### config.mk
export PLATFORM = sky130hd
export DESIGN_NAME = seq_ring
export DESIGN_NICKNAME = d
export VERILOG_FILES = /design/src/rtl/seq_ring_pkg.sv /design/src/rtl/seq_ring_dwell_cnt.sv /design/src/rtl/seq_ring.sv
export SDC_FILE = /design/constraint.sdc
export NUM_CORES = 1
export LEC_CHECK = 0
export CAP_MARGIN = 25
export CORE_UTILIZATION = 45
export DETAILED_ROUTE_END_ITERATION = 10
export PLACE_DENSITY_LB_ADDON = 0.08
export SYNTH_ARGS = -nofsm -noshare
export SYNTH_HDL_FRONTEND = slang
export SYNTH_SLANG_ARGS = --single-unit
export TNS_END_PERCENT = 30
### constraint.sdc
create_clock -name clk -period 2.8 [get_ports clk]
set_input_delay 0.28 -clock clk [delete_from_list [all_inputs] [get_ports clk]]
set_output_delay 0.28 -clock clk [all_outputs]
set_load 0.005 [all_outputs]
### src/rtl/seq_ring_pkg.sv
// Shared types and encodings for the seq_ring phase sequencer.
package seq_ring_pkg;

   typedef enum logic [1:0] {
      SEQ_IDLE = 2'b00,
      SEQ_RUN  = 2'b01
   } seq_state_t;

   localparam logic DIR_FWD      = 1'b0;
   localparam logic DIR_REV      = 1'b1;
   localparam logic MODE_CONT    = 1'b0;
   localparam logic MODE_ONESHOT = 1'b1;

endpackage

### src/rtl/seq_ring_dwell_cnt.sv
// Per-phase dwell counter; expire is combinational (cnt == dwell), count is registered.
// Holds while enable is low; clear dominates enable.
module seq_ring_dwell_cnt #(
   parameter int DWELL_W = 8
) (
   input  logic               clk,
   input  logic               rst,
   input  logic               clear,
   input  logic               enable,
   input  logic [DWELL_W-1:0] dwell,
   output logic               expire
);

   logic [DWELL_W-1:0] cnt;

   assign expire = (cnt == dwell);

   always_ff @(posedge clk) begin
      if (rst || clear) begin
         cnt <= '0;
      end else if (enable) begin
         cnt <= expire ? '0 : cnt + DWELL_W'(1);
      end
   end

endmodule

### src/rtl/seq_ring.sv
// One-hot phase sequencer with programmable dwell; all outputs registered, en=0 stalls in place.
// Optional one-hot integrity checker enabled by defining SEQ_RING_ONEHOT_CHK_EN.
module seq_ring
   import seq_ring_pkg::*;
#(
   parameter  int NUM_PHASES = 4,
   parameter  int DWELL_W    = 8,
   localparam int IDX_W      = $clog2(NUM_PHASES)
) (
   input  logic                  clk,
   input  logic                  rst,
   input  logic                  en,
   input  logic                  start,
   input  logic                  stop,
   input  logic                  dir,
   input  logic                  mode,
   input  logic [DWELL_W-1:0]    dwell,
   output logic [NUM_PHASES-1:0] phase_out,
   output logic [IDX_W-1:0]      phase_idx,
   output logic                  busy,
   output logic                  wrap,
   output logic                  err
);

   localparam logic [NUM_PHASES-1:0] PH_FIRST = {{(NUM_PHASES-1){1'b0}}, 1'b1};
   localparam logic [NUM_PHASES-1:0] PH_LAST  = {1'b1, {(NUM_PHASES-1){1'b0}}};
   localparam logic [IDX_W-1:0]      IDX_LAST = IDX_W'(NUM_PHASES-1);

   seq_state_t            state_q, state_n;
   logic [NUM_PHASES-1:0] phase_q, phase_n;
   logic [IDX_W-1:0]      idx_q, idx_n;
   logic                  wrap_q, wrap_n;
   logic                  expire;
   logic                  boundary;
   logic                  rev;

   assign rev      = (dir == DIR_REV);
   assign boundary = rev ? (idx_q == '0) : (idx_q == IDX_LAST);

   // IDLE keeps the counter at zero so the first phase always gets a full dwell.
   seq_ring_dwell_cnt #(.DWELL_W(DWELL_W)) u_dwell_cnt (
      .clk    (clk),
      .rst    (rst),
      .clear  (stop || (state_q != SEQ_RUN)),
      .enable (en),
      .dwell  (dwell),
      .expire (expire)
   );

`ifdef SEQ_RING_ONEHOT_CHK_EN
   logic err_q, err_n;
   logic onehot_bad;
   assign onehot_bad = (phase_q == '0) || ((phase_q & (phase_q - NUM_PHASES'(1))) != '0);
   assign err        = err_q;
`else
   assign err = 1'b0;
`endif

   always_comb begin
      state_n = state_q;
      phase_n = phase_q;
      idx_n   = idx_q;
      wrap_n  = 1'b0;
`ifdef SEQ_RING_ONEHOT_CHK_EN
      err_n   = 1'b0;
`endif
      if (stop) begin
         state_n = SEQ_IDLE;
         phase_n = '0;
         idx_n   = '0;
      end else begin
         case (state_q)
            SEQ_IDLE: begin
               if (start && en) begin
                  state_n = SEQ_RUN;
                  phase_n = rev ? PH_LAST : PH_FIRST;
                  idx_n   = rev ? IDX_LAST : '0;
               end
            end
            SEQ_RUN: begin
`ifdef SEQ_RING_ONEHOT_CHK_EN
               if (onehot_bad) begin
                  err_n   = 1'b1;
                  state_n = SEQ_IDLE;
                  phase_n = '0;
                  idx_n   = '0;
               end else
`endif
               if (en && expire) begin
                  if (boundary) begin
                     wrap_n = 1'b1;
                     if (mode == MODE_ONESHOT) begin
                        state_n = SEQ_IDLE;
                        phase_n = '0;
                        idx_n   = '0;
                     end else begin
                        phase_n = rev ? PH_LAST : PH_FIRST;
                        idx_n   = rev ? IDX_LAST : '0;
                     end
                  end else if (rev) begin
                     phase_n = {phase_q[0], phase_q[NUM_PHASES-1:1]};
                     idx_n   = idx_q - IDX_W'(1);
                  end else begin
                     phase_n = {phase_q[NUM_PHASES-2:0], phase_q[NUM_PHASES-1]};
                     idx_n   = idx_q + IDX_W'(1);
                  end
               end
            end
            default: begin
               state_n = SEQ_IDLE;
               phase_n = '0;
               idx_n   = '0;
`ifdef SEQ_RING_ONEHOT_CHK_EN
               err_n   = 1'b1;
`endif
            end
         endcase
      end
   end

   always_ff @(posedge clk) begin
      if (rst) begin
         state_q <= SEQ_IDLE;
         phase_q <= '0;
         idx_q   <= '0;
         wrap_q  <= 1'b0;
`ifdef SEQ_RING_ONEHOT_CHK_EN
         err_q   <= 1'b0;
`endif
      end else begin
         state_q <= state_n;
         phase_q <= phase_n;
         idx_q   <= idx_n;
         wrap_q  <= wrap_n;
`ifdef SEQ_RING_ONEHOT_CHK_EN
         err_q   <= err_n;
`endif
      end
   end

   assign phase_out = phase_q;
   assign phase_idx = idx_q;
   assign busy      = (state_q == SEQ_RUN);
   assign wrap      = wrap_q;

endmodule

==> results of run 1 <==
-- worst reg2reg max path, cell delays in order, from the launching register on --
cell and delay, ns:
dfxtp_1 0.37, xor2_1 0.21, nor4_4 0.35, a21oi_1 0.16, a21oi_1 0.21, o32ai_2 0.11
-- flip-flops by register name, summed over array words and instances (netlist names) --
signal           flops
u_dwell_cnt.cnt      8
wrap                 1
phase_out            4
phase_idx            2
state_q              1
-- placed cells by master, fill, tap and decap left out, types with 2 or more instances in the layout --
cell type / count
nor4_4: 2
a21oi_1: 4
nor2_1: 11
nand3_2: 2
nand2b_1: 2
o21ai_0: 6
dfxtp_1: 16
inv_1: 2
clkdlybuf4s50_1: 22
xor2_1: 13
or3_1: 2
nand2_1: 12
nand3_1: 3
mux2i_1: 8
clkbuf_4: 3
xnor2_1: 2
nand4_1: 2
a31oi_1: 3
-- power groups by stage --
stage | combinational [mW] | clock (mW) | sequential (mW)
after floorplan | 0.0424 | 0 | 0.237
after global placement | 0.0685 | 0 | 0.239
after detailed placement | 0.0693 | 0 | 0.239
after CTS | 0.0700 | 0.121 | 0.233
after global routing | 0.0762 | 0.134 | 0.234
final | 0.0697 | 0.121 | 0.233
-- worst max-delay path by stage --
| stage | from | endpoint | depth (start not counted) |
|---|---|---|---|
| 3_3_place_gp | dwell[7] | state_q[0]$_SDFFE_PP0P_ | 6 |
| 2_1_floorplan | u_dwell_cnt.cnt[0]$_SDFFE_PP0P_ | phase_idx[1]$_SDFFE_PP0P_ | 5 |
| 5_1_grt | dir | state_q[0]$_SDFFE_PP0P_ | 6 |
| 6_report | state_q[0]$_SDFFE_PP0P_ | busy | 1 |
| 3_5_place_dp | dir | state_q[0]$_SDFFE_PP0P_ | 6 |
| 4_1_cts | state_q[0]$_SDFFE_PP0P_ | busy | 1 |
-- cell type report --
| type | instances | area (um^2) | share of cell area [%] |
|---|---|---|---|
| Sequential cell | 16 | 320 | 26.2 |
| Multi-Input combinational cell | 88 | 618 | 50.6 |
| Clock buffer | 3 | 22.5 | 1.84 |
| Timing Repair Buffer | 22 | 220 | 18.0 |
| Tap cell | 27 | 33.8 | 2.76 |
| Inverter | 2 | 7.51 | 0.614 |
-- routing by layer --
metal	vias to the layer above	global-route usage (%)	share of wire, %	wire (um)
met5	-	0	0	0
li1	426	-	-	-
met4	0	5.88	1.4	27
met1	393	28.0	50	977
met3	4	3.77	6.5	127
met2	27	26.2	42	814
-- cell families (layout without fill, tap and decap cells) --
group | Yosys count | count (layout) | share of synthesized area, %
simple gates | 43 | 43 | 25.9
other cells | 1 | 1 | 0.383
xor+xnor | 15 | 15 | 13.4
fa+ha+maj | 1 | 1 | 1.28
flops | 16 | 16 | 32.7
buf+inv | 6 | 27 | 4.21
compound gates | 20 | 20 | 13.9
mux | 8 | 8 | 8.17
-- metrics by stage --
stage / worst slack [ns] / std cells / total power, mW / cell area (um^2)
floorplan: 1.43 / 110 / 0.280 / 980
global placement: 0.945 / 155 / 0.307 / 1200
detailed placement: 0.934 / 155 / 0.308 / 1200
CTS: 1.16 / 158 / 0.424 / 1220
global route: 1.03 / 158 / 0.444 / 1220
finish: 1.14 / 158 / 0.425 / 1220
==> qor.csv, run 1 <==
stage,metric,value,unit
synth,Yosys reg bits,16,
grt,Tot GR Track Use,18.6,%
worst_setup_path,crit path capture type,primary output,
worst_setup_path,Crit path arrival time,1.38,ns
synth,share of the synthesized area in the top cell type,32.7,%
synth,post-synthesis cell type count,35,
outcome,outcome,finished clean,
die,Initial Util,48.9,%
worst_setup_path,"CP delay by family, top",buffers and inverters,
power_and_ir_drop,Switch Pwr,108,uW
final_layout,layout cells sized above 1,9.16,%
die,Core Region,2000,um^2
final_layout,n_diodes,0,
worst_setup_path,FF-to-FF setup slack,1.28,ns
routing,DR vias,850,
clocking,clk buf depth,2,
grt,total gr overflow,0,
clocking,CTS buffer count,3,
placement,Placer Congestion,0.842,
timing,final critical-path share of the clock period,59.1,%
clocking,quantity of hold-fixing buffers added after cts,0,
die,die area,2370,um^2
timing,setup TNS,0,ns
grt,initial antenna violation count,0,
synth,Syn Std Cell Area,980,um^2
min_path,Hold Path Cell Cnt,2,
power_and_ir_drop,Max IR drop VDD,0.000211,V
clocking,post_cts resized,0,
timing,final slew viol count,0,
timing,Worst Skew,0.00330,ns
routing,Final ANT Viol Nets,0,
final_layout,area grow syn2layout,24.8,%
worst_setup_path,cell breakdown of the critical path,clkdlybuf4s50_1,
clocking,clock sink total,16,
placement,Detailed Place HPWL,1510,um
final_layout,fin nets,149,
synth,Syn Area/Cell,8.91,um^2
power_and_ir_drop,Power Dens Cells,347,nW/um^2
synth,Yosys warning count,0,
final_layout,final core utilization,61.1,%
power_and_ir_drop,Static Leak,0.447,nW
worst_setup_path,CP Launch Type,register,
timing,final setup fails,0,
worst_setup_path,Critical Path RT,2.52,ns
routing,vias per inst,5.38,
grt,largest net degree at the start of global routing,10,
routing,WL per Instance,12.3,um
clocking,CTS tree,yes,
synth,synthesized instance count,110,
synth,Post-Syn Nets,126,
worst_setup_path,Reg-to-Reg End,phase_idx[1]$_SDFFE_PP0P_,
worst_setup_path,Worst Reg-to-Reg Cells,5,
power_and_ir_drop,combinational power share,16.4,%
min_path,Min-Delay Endpoint,phase_out[1]$_SDFFE_PP0P_,
clocking,Clock Pin Slew Worst Setup and Hold Paths,0.09,ns
routing,drt total wl,1950,um
routing,initial DRC count,23,
die,die width,48.7,um
timing,min Tclk post-route,1.66,ns
synth,Async SR Flop Fraction,0,%
placement,Port Buffers,22,
synth,"count leader, synth",dfxtp_1,
synth,most frequent cells after synthesis,"16 x dfxtp_1, 13 x xor2_1, 12 x nand2_1, 11 x nor2_1, 8 x mux2i_1",
synth,"Seq/Total Area, Yosys",32.7,%
worst_setup_path,CP Class,reg2out,
timing,Min Hold Slack,0.508,ns
clocking,Max H-tree Level,1,
die,Die Span Y,48.7,um
clocking,worst skew pair latency,0.28,ns
grt,global-route wire length before repair,3460,um
power_and_ir_drop,clock network power share,28.6,%
timing,Max Fclk,604,MHz
power_and_ir_drop,switching fraction of total power,25.5,%
power_and_ir_drop,Reg power frac,55.0,%
min_path,HP Start,phase_out[1]$_SDFFE_PP0P_,
worst_setup_path,slowest CP cell,clkdlybuf4s50_1,
clocking,post-CTS setup-driven buffer insertion count,0,
timing,RSZ-0062 raised after global routing,false,
final_layout,filler cell count,181,
min_path,HP Class,reg2reg,
synth,"area leader, netlist",dfxtp_1,
timing,endpoints failing hold,0,
synth,Post-synth EDFFs,0,
worst_setup_path,Buf/Inv on CP,1,
power_and_ir_drop,Power Internal,316,uW
worst_setup_path,Crit Path Max Fanout,9,
job,max-cap violations,0,
worst_setup_path,R2R Path Start,u_dwell_cnt.cnt[0]$_SDFFE_PP0P_,
synth,Synth area leaders,"dfxtp_1 33%, xor2_1 12%, mux2i_1 8.2%",
die,row count,16,
synth,Most used DFF post-synth,dfxtp_1,
clocking,root buffer cell,clkbuf_4,
die,IO Count,24,
routing,Remaining DRCs,0,
routing,Initial DRT Pass Iterations,4,
grt,vias in the first global route,768,
worst_setup_path,"slowest stage delay, CP",0.57,ns
(Power assumes the default switching activity.)
==> inputs of run 2 (changes only) <==
Settings changed: CORE_UTILIZATION 45 to 43.
Clock period 2.8 ns to 1.52 ns, I/O delays scaled along.
==> qor.csv, run 2 (same netlist as run 1, synthesis figures left out) <==
stage,metric,value,unit
outcome,outcome,finished clean,
routing,Initial DRT Pass Iterations,4,
worst_setup_path,R2R Path Start,u_dwell_cnt.cnt[1]$_SDFFE_PP0P_,
grt,Tot GR Track Use,20.1,%
min_path,HP Start,phase_out[1]$_SDFFE_PP0P_,
timing,final critical-path share of the clock period,99.1,%
placement,Port Buffers,22,
die,Die Span Y,49.7,um
timing,endpoints failing hold,0,
routing,Final ANT Viol Nets,0,
placement,Detailed Place HPWL,1720,um
grt,initial antenna violation count,0,
die,die width,49.7,um
die,Core Region,2040,um^2
routing,initial DRC count,28,
worst_setup_path,Worst Reg-to-Reg Cells,4,
power_and_ir_drop,Static Leak,0.516,nW
placement,Placer Congestion,0.804,
final_layout,max reg flops,8,
timing,final slew viol count,0,
worst_setup_path,crit path capture type,register,
power_and_ir_drop,Overall Power,858,uW
final_layout,Final Non-Filler Cells,170,
worst_setup_path,Crit path arrival time,1.70,ns
final_layout,final core utilization,66.9,%
final_layout,area of the multi-input gates,656,um^2
worst_setup_path,CP Class,reg2reg,
worst_setup_path,CP Launch Type,register,
clocking,quantity of hold-fixing buffers added after cts,0,
timing,final setup fails,0,
timing,Min Hold Slack,0.502,ns
timing,worst slew pin tran,0.502,ns
routing,Remaining DRCs,0,
final_layout,fin nets,160,
min_path,HP Class,reg2reg,
clocking,clock sink total,16,
grt,largest net degree at the start of global routing,10,
routing,vias per inst,5.19,
final_layout,n_diodes,0,
clocking,Clock Pin Slew Worst Setup and Hold Paths,0.10,ns
die,row count,16,
final_layout,Biggest register,u_dwell_cnt.cnt,
timing,min Tclk post-route,1.51,ns
worst_setup_path,Critical Path RT,1.72,ns
power_and_ir_drop,Max IR drop VDD,0.000533,V
final_layout,filler cell count,185,
timing,RSZ-0062 raised after global routing,true,
placement,Inst Count DP,164,
clocking,worst skew pair latency,0.29,ns
clocking,clk buf depth,2,
timing,worst rel slew slack,66.2,%
routing,DR vias,883,
worst_setup_path,crit path from,u_dwell_cnt.cnt[1]$_SDFFE_PP0P_,
clocking,Max H-tree Level,1,
routing,drt total wl,2300,um
job,max-cap violations,0,
die,Initial Util,48.0,%
power_and_ir_drop,Power Dens Cells,629,nW/um^2
die,die area,2470,um^2
grt,vias in the first global route,851,
grt,global-route wire length before repair,3800,um
final_layout,"commonest non-fill, non-tap cell in the layout",clkdlybuf4s50_1,
clocking,CTS tree,yes,
final_layout,FF+latch area,329,um^2
timing,Max Fclk,664,MHz
timing,Worst Skew,0.00545,ns
final_layout,area grow syn2layout,39.3,%
worst_setup_path,Crit Path Max Fanout,4,
final_layout,most frequent cells in the layout,"22 x clkdlybuf4s50_1, 12 x nand2_1, 11 x dfxtp_1, 11 x buf_4",
die,IO Count,24,
clocking,root buffer cell,clkbuf_4,
min_path,Hold Path Cell Cnt,2,
routing,WL per Instance,13.5,um
clocking,CTS buffer count,3,
grt,total gr overflow,0,
final_layout,layout cells sized above 1,23.8,%
[run 2: area by class of cell]
class / count / share of cell area [%]
Clock buffer: 4 / 2.66
Tap cell: 27 / 2.47
Inverter: 2 / 0.550
Timing Repair Buffer: 33 / 22.2
Multi-Input combinational cell: 88 / 48.0
Sequential cell: 16 / 24.1
[run 2: critical path, cell delays in order (launching register included)]
cell and delay (ns):
dfxtp_4 0.37, xor2_2 0.18, nor4_4 0.36, nand3_2 0.22, o32ai_2 0.30
[run 2: final timing paths]
kind         slack [ns]                        end
max                0.01  phase_idx[1]$_SDFFE_PP0P_
min                0.50  phase_out[1]$_SDFFE_PP0P_
max reg2reg        0.01  phase_idx[1]$_SDFFE_PP0P_
min reg2reg        0.50  phase_out[1]$_SDFFE_PP0P_
[run 2: report_power, final]
group | switching (mW) | internal (mW)
clock network | 0.138 | 0.146
registers | 0.00635 | 0.421
logic | 0.0684 | 0.0784
total | 0.213 | 0.645
[run 2: through the flow]
step / worst slack (ns) / setup TNS (ns) / cell area, um^2
detailed placement: -0.214 / -2.71 / 1270
floorplan: 0.145 / 0 / 980
global route: -0.0592 / -0.240 / 1370
CTS: 0.00425 / 0 / 1330
finish: 0.0141 / 0 / 1370
global placement: -0.176 / -2.25 / 1270
[run 2: metal layers]
layer	up-vias	GRT usage [%]	wire [um]
met5	-	0	0
met4	0	3.33	0
met3	0	4.94	114
met2	25	32.2	1020
met1	407	27.4	1160
li1	451	-	-
[run 2: timing repair]
action | CTS | global route
gates resized for setup | 5 | 8
buffers inserted | 1 | 1
cloned | 0 | 0
hold endpoints to repair | 0 | 0
endpoints found under the setup margin | 2 | 14
pin swaps | 6 | 5
